==> config.mk <==
export PLATFORM = sky130hd
export DESIGN_NAME = dsp_mac_sequencer
export DESIGN_NICKNAME = d
export VERILOG_FILES = /design/src/rtl/ap3_dsp_pkg.sv /design/src/rtl/dsp_mac_sequencer.sv
export SDC_FILE = /design/constraint.sdc
export NUM_CORES = 1
export LEC_CHECK = 0
export BUFFER_PORTS_ARGS = -buffer_cell sky130_fd_sc_hd__buf_2
export CAP_MARGIN = 30
export CORE_UTILIZATION = 35
export DETAILED_ROUTE_END_ITERATION = 12
export GPL_TIMING_DRIVEN = 0
export HOLD_SLACK_MARGIN = 0.12
export PLACE_DENSITY = 0.6
export SLEW_MARGIN = 20
export SYNTH_ARGS = -nofsm -noshare
export SYNTH_HDL_FRONTEND = slang
export SYNTH_SLANG_ARGS = --single-unit
==> constraint.sdc <==
create_clock -name CLOCK -period 4.3 [get_ports CLOCK]
set_clock_uncertainty 0.1 [all_clocks]
set_input_delay 0.215 -clock CLOCK [delete_from_list [all_inputs] [get_ports CLOCK]]
set_output_delay 0.215 -clock CLOCK [all_outputs]
set_load 0.03 [all_outputs]
==> src/rtl/ap3_dsp_pkg.sv <==
// Shared definitions for AP3 DSP hard-block sequencers: FSM states,
// DSP select encodings and datapath widths.
package ap3_dsp_pkg;

  typedef enum logic [2:0] {
    IDLE,
    CLEAR,
    ACCUM,
    DRAIN,
    RESULT
  } state_t;

  localparam logic [1:0] DSP_MODE_MAC    = 2'b00;
  localparam logic [1:0] DSP_OUT_SEL_ACC = 2'b00;

  localparam int unsigned DSP_DATA_W = 32;
  localparam int unsigned DSP_ACC_W  = 64;

endpackage

==> src/rtl/dsp_mac_sequencer.sv <==
// Sequences one AP3 DSP block in MAC mode: clears the accumulator, streams
// LEN coefficient/operand pairs into it, waits out its latency, returns the sum.
module dsp_mac_sequencer
  import ap3_dsp_pkg::*;
#(
  parameter int unsigned LEN_W   = 10,
  parameter int unsigned DSP_LAT = 2,
  parameter logic [1:0]  MODE    = DSP_MODE_MAC
) (
  input  logic                  CLOCK,
  input  logic                  RST_N,
  input  logic                  START,
  input  logic [LEN_W-1:0]      LEN,
  input  logic                  CFG_RND,
  input  logic                  CFG_SAT,
  input  logic                  ABORT,
  output logic                  BUSY,
  input  logic                  IN_VALID,
  output logic                  IN_READY,
  input  logic [DSP_DATA_W-1:0] IN_COEF,
  input  logic [DSP_DATA_W-1:0] IN_OPER,
  output logic                  RES_VALID,
  input  logic                  RES_READY,
  output logic [DSP_ACC_W-1:0]  RES_DATA,
  output logic [1:0]            DSP_MODE_SEL,
  output logic [1:0]            DSP_OUT_SEL,
  output logic [DSP_DATA_W-1:0] DSP_COEF_DATA,
  output logic [DSP_DATA_W-1:0] DSP_OPER_DATA,
  output logic                  DSP_ENABLE,
  output logic                  DSP_CLR,
  output logic                  DSP_RND,
  output logic                  DSP_SAT,
  input  logic [DSP_ACC_W-1:0]  DSP_MAC_OUT
);

  localparam int unsigned LAT_W = $clog2(DSP_LAT + 1);

  state_t           state;
  logic [LEN_W-1:0] tap_cnt;
  logic [LAT_W-1:0] lat_cnt;
  logic             job_live;

  assign DSP_MODE_SEL = MODE;
  assign DSP_OUT_SEL  = DSP_OUT_SEL_ACC;

  // ABORT masks ready combinationally so an aborting cycle never completes a pair.
  assign IN_READY = (state == ACCUM) & ~ABORT;

  assign job_live = (state == CLEAR) || (state == ACCUM) || (state == DRAIN);

  always_ff @(posedge CLOCK or negedge RST_N) begin
    if (!RST_N) begin
      state         <= IDLE;
      tap_cnt       <= '0;
      lat_cnt       <= '0;
      BUSY          <= 1'b0;
      RES_VALID     <= 1'b0;
      RES_DATA      <= '0;
      DSP_COEF_DATA <= '0;
      DSP_OPER_DATA <= '0;
      DSP_ENABLE    <= 1'b0;
      DSP_CLR       <= 1'b0;
      DSP_RND       <= 1'b0;
      DSP_SAT       <= 1'b0;
    end else begin
      DSP_ENABLE <= 1'b0;
      DSP_CLR    <= 1'b0;
      if (ABORT && job_live) begin
        // Clear the partial sum so the DSP is clean for the next job.
        DSP_CLR <= 1'b1;
        BUSY    <= 1'b0;
        state   <= IDLE;
      end else begin
        case (state)
          IDLE: begin
            if (START) begin
              BUSY <= 1'b1;
              if (LEN != '0) begin
                tap_cnt <= LEN;
                DSP_RND <= CFG_RND;
                DSP_SAT <= CFG_SAT;
                DSP_CLR <= 1'b1;
                state   <= CLEAR;
              end else begin
                RES_DATA  <= '0;
                RES_VALID <= 1'b1;
                state     <= RESULT;
              end
            end
          end
          CLEAR: state <= ACCUM;
          ACCUM: begin
            if (IN_VALID) begin
              DSP_COEF_DATA <= IN_COEF;
              DSP_OPER_DATA <= IN_OPER;
              DSP_ENABLE    <= 1'b1;
              tap_cnt       <= tap_cnt - 1'b1;
              if (tap_cnt == LEN_W'(1)) begin
                lat_cnt <= LAT_W'(DSP_LAT);
                state   <= DRAIN;
              end
            end
          end
          DRAIN: begin
            if (lat_cnt == '0) begin
              RES_DATA  <= DSP_MAC_OUT;
              RES_VALID <= 1'b1;
              state     <= RESULT;
            end else begin
              lat_cnt <= lat_cnt - 1'b1;
            end
          end
          RESULT: begin
            if (ABORT || RES_READY) begin
              RES_VALID <= 1'b0;
              BUSY      <= 1'b0;
              state     <= IDLE;
            end
          end
          default: begin
            BUSY  <= 1'b0;
            state <= IDLE;
          end
        endcase
      end
    end
  end

endmodule

; ---- After elaboration in Yosys (flattened, before gate mapping)
; Index checks and enable logic that the tools add are counted.
; W data, S select, Z words.
[totals]
reg_bits = 149
wordCells = 91
in_bits = 146
output_inout_bits = 139
[classes]
reduce_logical = 20
n_mux = 35
add_sub_neg = 2
bitwise = 3
n_eq_ne = 19
[ops]
columns = operator, n
row1 = $mux W64, 3
row2 = $pmux W64 S2, 1
row3 = $mux W10, 3
row4 = $mux W3, 7
row5 = $pmux W10 S2, 1
row6 = $reduce_and A5 Y1, 4
row7 = $pmux W3 S5, 1
row8 = $mux W1, 13
row9 = $ne A2 B2 Y1 const B, 6
row10 = $eq A10 B1 Y1 const B, 1
row11 = $reduce_bool A10 Y1, 1
row12 = $sub A10 B1 Y10 const B, 1
row13 = $eq A3 B2 Y1 const B, 2
row14 = $mux W2, 3
row15 = $ne A2 B1 Y1 const B, 3
row16 = $ne A3 B1 Y1 const B, 2
row17 = $ne A3 B3 Y1 const B, 2
row18 = $pmux W1 S3, 2
row19 = $reduce_and A3 Y1, 2
row20 = $reduce_and A6 Y1, 1
row21 = $reduce_bool A2 Y1, 3
row22 = $pmux W2 S2, 1
row23 = $reduce_and A4 Y1, 1
row24 = $eq A3 B1 Y1 const B, 1
row25 = 11 further kinds, 14

; ---- Longest topological paths before layout
[depth]
word_depth = 6
ltp_mapped = 7
depth_no_buf = 6

; ---- Worst setup path before layout
; Ideal clock, no wire load.
[synth_timing]
kind = reg-to-reg
start = register state[0]
end = register DSP_COEF_DATA[0]
setup_ps = 125
period_less_slack_ps = 1968
arrival_time_ps = 1743
slack_ps = 2332
stages_incl_launch_ff = 6
required_time_ps = 4075
cell_sequence = dfrtp_1 > nor4b_4 > nand2_1 > buf_4 > buf_6 > mux2_4
[synth_via]
elab_chain_cells = 6
word_cells_on_any_way = 8
cone_classes = eq/ne (3) / bitwise (1) / reduce/logical (4)
[synth_rtl]
columns = element, line
row1 = "start, declared", dsp_mac_sequencer.sv:38  ; state_t state;
row2 = "start signal, assigned", dsp_mac_sequencer.sv:53  ; state <= IDLE;
row3 = "start signal, assigned", dsp_mac_sequencer.sv:72  ; state <= IDLE;
row4 = "start signal, assigned", dsp_mac_sequencer.sv:83  ; state <= CLEAR;
row5 = $eq A3 B1 Y1 / $eq A3 B2 Y1 (equally long branches), "dsp_mac_sequencer.sv:49, dsp_mac_sequencer.sv:74"
row6 = $logic_or A1 B1 Y1 (2 in a row), dsp_mac_sequencer.sv:49  ; assign job_live = (state == CLEAR) || (state == ACCUM) || (state == DRAIN);
row7 = $logic_and A1 B1 Y1, dsp_mac_sequencer.sv:68  ; if (ABORT && job_live) begin
row8 = $not A1 Y1 (no source line), n/a
row9 = $reduce_and A3 Y1 (no source line) (*), n/a
row10 = "end signal, assigned", dsp_mac_sequencer.sv:59  ; DSP_COEF_DATA <= '0;
row11 = "end signal, assigned", dsp_mac_sequencer.sv:94  ; DSP_COEF_DATA <= IN_COEF;
row12 = "end, declared", dsp_mac_sequencer.sv:27  ; output logic [DSP_DATA_W-1:0] DSP_COEF_DATA,
; Every way passes the cells marked *; elsewhere a longest branch is shown, timed or not.
; A chain may end at the register's enable or synchronous reset.

; ---- Worst setup path after layout
[layout_timing]
start = input LEN[4]
end = register RES_DATA[22]
[layout_via]
elab_chain_cells = 3
[layout_rtl]
columns = element, line
row1 = "start, declared", dsp_mac_sequencer.sv:13  ; input logic [LEN_W-1:0] LEN,
row2 = $reduce_bool A10 Y1, dsp_mac_sequencer.sv:78  ; if (LEN != '0) begin
row3 = $ne A2 B2 Y1 (no source line), n/a
row4 = $reduce_and A5 Y1 (no source line), n/a
row5 = "end signal, assigned", dsp_mac_sequencer.sv:58  ; RES_DATA <= '0;
row6 = "end signal, assigned", dsp_mac_sequencer.sv:85  ; RES_DATA <= '0;
row7 = "end signal, assigned", dsp_mac_sequencer.sv:106  ; RES_DATA <= DSP_MAC_OUT;
row8 = "end, declared", dsp_mac_sequencer.sv:24  ; output logic [DSP_ACC_W-1:0] RES_DATA,
; Every way passes these cells.

==> results.rst <==
.. list-table::
   :header-rows: 1

   * - Metric
     - Value
   * - Result of the run
     - finished, final reports clean
   * - DRC violation total after the first TritonRoute iteration
     - 175
   * - Area growth syn-to-layout
     - 56.7%
   * - Global-route wire length before repair
     - 30000 microns
   * - Depth of the worst register-to-register path
     - 6
   * - Library cell with the largest summed area after synthesis
     - sky130_fd_sc_hd__dfrtp_1
   * - Total of cells resized after clock tree synthesis
     - 0
   * - Placer's final routability congestion estimate
     - 0.843
   * - TritonCTS clock tree
     - done
   * - Chip Width
     - 141 microns
   * - CTS buffer count
     - 17
   * - Clock root buffer
     - sky130_fd_sc_hd__clkbuf_16
   * - Final setup violation count
     - 0
   * - Shortest clock period the worst path allows after layout
     - 2.15 ns
   * - Most frequent cell after synthesis
     - sky130_fd_sc_hd__dfrtp_1
   * - # port buffers
     - 279
   * - Via count of the first global-routing pass
     - 5955
   * - Leakage power total
     - 5.29 nW
   * - Average cell area after synthesis
     - 12.2 sq um
   * - Register clock-pin slew on the reported worst setup and hold paths
     - 0.07 ns
   * - Ant. Diodes
     - 0
   * - Number of design rule violations left after detail routing
     - 0
   * - Num Clock Sinks
     - 149
   * - #FFs+latches synth
     - 149
   * - Critical path data arrival time
     - 2.39 ns
   * - Initial Util
     - 0.359
   * - Final Routed Wirelength
     - 18700 microns
   * - Worst-Margin Slew
     - 0.600 ns
   * - Clock power frac
     - 0.204
   * - Final period util
     - 0.500
   * - Setup repair after global routing missed its margin
     - no
   * - Data required, critical path
     - 4.54 ns
   * - Sort of element at the start of the critical path
     - input pin
   * - Pin count of the biggest net entering global routing
     - 77
   * - Dominant synthesized flop cell
     - sky130_fd_sc_hd__dfrtp_1
   * - Worst-case hold slack
     - 0.233 ns
   * - Switching part of the total power
     - 0.436
   * - Worst slew margin
     - 0.600
   * - Reg2reg end
     - RES_DATA[22]
   * - Final Hold Violating Endpoints
     - 0
   * - Commonest cells post-synth
     - sky130_fd_sc_hd__dfrtp_1 (149), sky130_fd_sc_hd__nand2_1 (76), sky130_fd_sc_hd__inv_1 (69)
   * - Drt first pass iters
     - 4
   * - WL per Instance
     - 14.7 microns
   * - Portion of total power attributed to sequential cells
     - 0.329
   * - Detail Route Antenna Nets
     - 0
   * - Power spent charging and discharging nets
     - 0.00331 W
   * - Proportion of layout cells with a drive suffix above 1
     - 0.414
   * - Internal power component
     - 0.00429 W
   * - Internal reg-to-reg setup slack
     - 2.22 ns
   * - I/O Pins
     - 285
   * - HPWL after detailed placement
     - 12100 microns
   * - Placeable core region
     - 0.0188 sq mm
   * - Start-to-end type of the worst setup path
     - in -> reg
   * - Worst hold path type
     - in -> async
   * - Maximum count of clock buffers along a single path
     - 2
   * - Yosys synthesis warning count
     - 0
   * - Count of maximum capacitance violations
     - 0
   * - Worst ir drop on vdd
     - 0.428 mV
   * - Achievable Freq
     - 465 MHz
   * - Yosys cell types
     - 52
   * - Post-synthesis instance area
     - 0.00676 sq mm
   * - R2R Path Start
     - state[0]
   * - Power per cell area
     - 717 mW/mm^2
   * - Number of flops mapped to enable cells by yosys
     - 0
   * - Y dimension of the die
     - 141 microns
   * - Number of fill cells in the layout
     - 1584
   * - Depth of the CTS H-tree
     - 4
   * - Net count, final
     - 1150
   * - Clk Latency, worst-skew pair
     - 0.42 ns
   * - Cells after synthesis
     - 554
   * - GRT Overall Usage
     - 0.193
   * - Combinational cell fraction of total power
     - 0.467
   * - Placement Rows
     - 50
   * - Sort of element at the end of the critical path
     - flip-flop
   * - Via density
     - 4.40
   * - Initial antenna violation count
     - 0
   * - Die Outline Area
     - 0.0199 sq mm
   * - Area share of the largest cell type after synthesis
     - 0.551
   * - Main area contributors after synthesis
     - sky130_fd_sc_hd__dfrtp_1 (55%), sky130_fd_sc_hd__mux2_4 (11%), sky130_fd_sc_hd__mux2i_1 (9.5%)
   * - Setup total negative slack
     - 0 ns
   * - Total congestion overflow
     - 0
   * - Vias after detailed routing
     - 5610
   * - Peak fanout along the critical path
     - 10
   * - Fraction of synthesis flops using an asynchronous set or reset pin
     - 1.00
   * - Pins Over Slew Limit
     - 0
   * - Share of the yosys chip area belonging to registers
     - 0.551
[power groups by stage]
stage / Combinational [W] / Clock [W] / Sequential, W
finish: 0.00355 / 0.00155 / 0.00250
global route: 0.00379 / 0.00166 / 0.00259
CTS: 0.00355 / 0.00160 / 0.00249
detailed placement: 0.00345 / 0 / 0.00248
global placement: 0.00342 / 0 / 0.00248
floorplan: 0.00114 / 0 / 0.00374
[sequential cells by signal (all words and copies together) (netlist names), 2 cells and up]
register       cells
RES_DATA          64
DSP_COEF_DATA     32
DSP_OPER_DATA     32
tap_cnt           10
state              3
lat_cnt            2
[final cells by class]
type                    instances  area (sq um)  area share
plain buffers                  32           239      0.0226
well taps                     260           325      0.0307
flip-flops and latches        149          3730       0.352
clock buffers                  17           425      0.0401
clock inverters                15           189      0.0178
inverters                      69           259      0.0244
repair buffers                425          2890       0.272
multi-input cells             307          2550       0.240
[critical path, stage by stage]
cell                            delay (ns)
sky130_fd_sc_hd__dlygate4sd3_1        0.52
sky130_fd_sc_hd__buf_2                0.13
sky130_fd_sc_hd__nor4_2               0.39
sky130_fd_sc_hd__nand3_1              0.22
sky130_fd_sc_hd__o21ai_2              0.28
sky130_fd_sc_hd__buf_6                0.21
sky130_fd_sc_hd__buf_6                0.19
sky130_fd_sc_hd__mux2i_1              0.22
[stage by stage]
| step | std cells | cell area (sq um) | power [W] | setup WS, ns | utilization |
|---|---|---|---|---|---|
| floorplan | 557 | 6770 | 0.00488 | 2.33 | - |
| global placement | 1096 | 8490 | 0.00590 | 0.575 | 0.451 |
| detailed placement | 1097 | 8530 | 0.00594 | 2.21 | 0.453 |
| CTS | 1274 | 10600 | 0.00763 | 2.13 | 0.563 |
| global route | 1274 | 10600 | 0.00803 | 2.04 | 0.563 |
| finish | 1274 | 10600 | 0.00760 | 2.15 | 0.563 |
[cells by family (layout without fill, tap and decap cells)]
family,count (synthesis),count (layout),share of synthesized area
buffers and inverters,101,558,0.0736
and+or+nand+nor,127,127,0.0914
adders and majority gates,3,3,0.00555
muxes,131,131,0.234
AOI/OAI and AO/OA,42,42,0.0439
other,1,4,0.000555
DFF,149,149,0.551
[cells in the final DEF (no fill, tap or decap), types with 5 or more instances in the layout]
master / instances
sky130_fd_sc_hd__buf_6: 10
sky130_fd_sc_hd__inv_1: 69
sky130_fd_sc_hd__nor2_1: 11
sky130_fd_sc_hd__clkbuf_16: 17
sky130_fd_sc_hd__buf_2: 292
sky130_fd_sc_hd__o2bb2ai_1: 5
sky130_fd_sc_hd__a21oi_1: 6
sky130_fd_sc_hd__a31oi_1: 5
sky130_fd_sc_hd__dfrtp_1: 149
sky130_fd_sc_hd__buf_4: 7
sky130_fd_sc_hd__mux2_2: 18
sky130_fd_sc_hd__mux2_4: 49
sky130_fd_sc_hd__dlygate4sd3_1: 145
sky130_fd_sc_hd__inv_6: 5
sky130_fd_sc_hd__mux2i_1: 64
sky130_fd_sc_hd__nand3_1: 8
sky130_fd_sc_hd__nor3_1: 6
sky130_fd_sc_hd__nand2_1: 76
sky130_fd_sc_hd__o21ai_0: 5
[metal layers]
layer,track usage,vias up,share of wire
met2,0.325,224,0.49
met4,0.0812,0,0.022
met1,0.231,2627,0.42
li1,-,2730,-
met3,0.0567,29,0.065
met5,0,-,0
[worst max-delay path by stage]
| stage | from | endpoint | slack (ns) |
|---|---|---|---|
| floorplan | state[0] | DSP_COEF_DATA[0] | 2.33 |
| finish | LEN[4] | RES_DATA[22] | 2.15 |
| global route | LEN[0] | RES_DATA[22] | 2.04 |
| global placement | RST_N | RES_DATA[20] | 0.57 |
| CTS | LEN[4] | RES_DATA[35] | 2.13 |
| detailed placement | state[0] | RES_DATA[44] | 2.21 |
[timing repair]
item                      4_1_cts  5_1_grt
setup buffers                   0        0
hold buffers                  145        0
hold endpoints to repair      221        0
No activity file was read; power rests on OpenSTA's default activity.
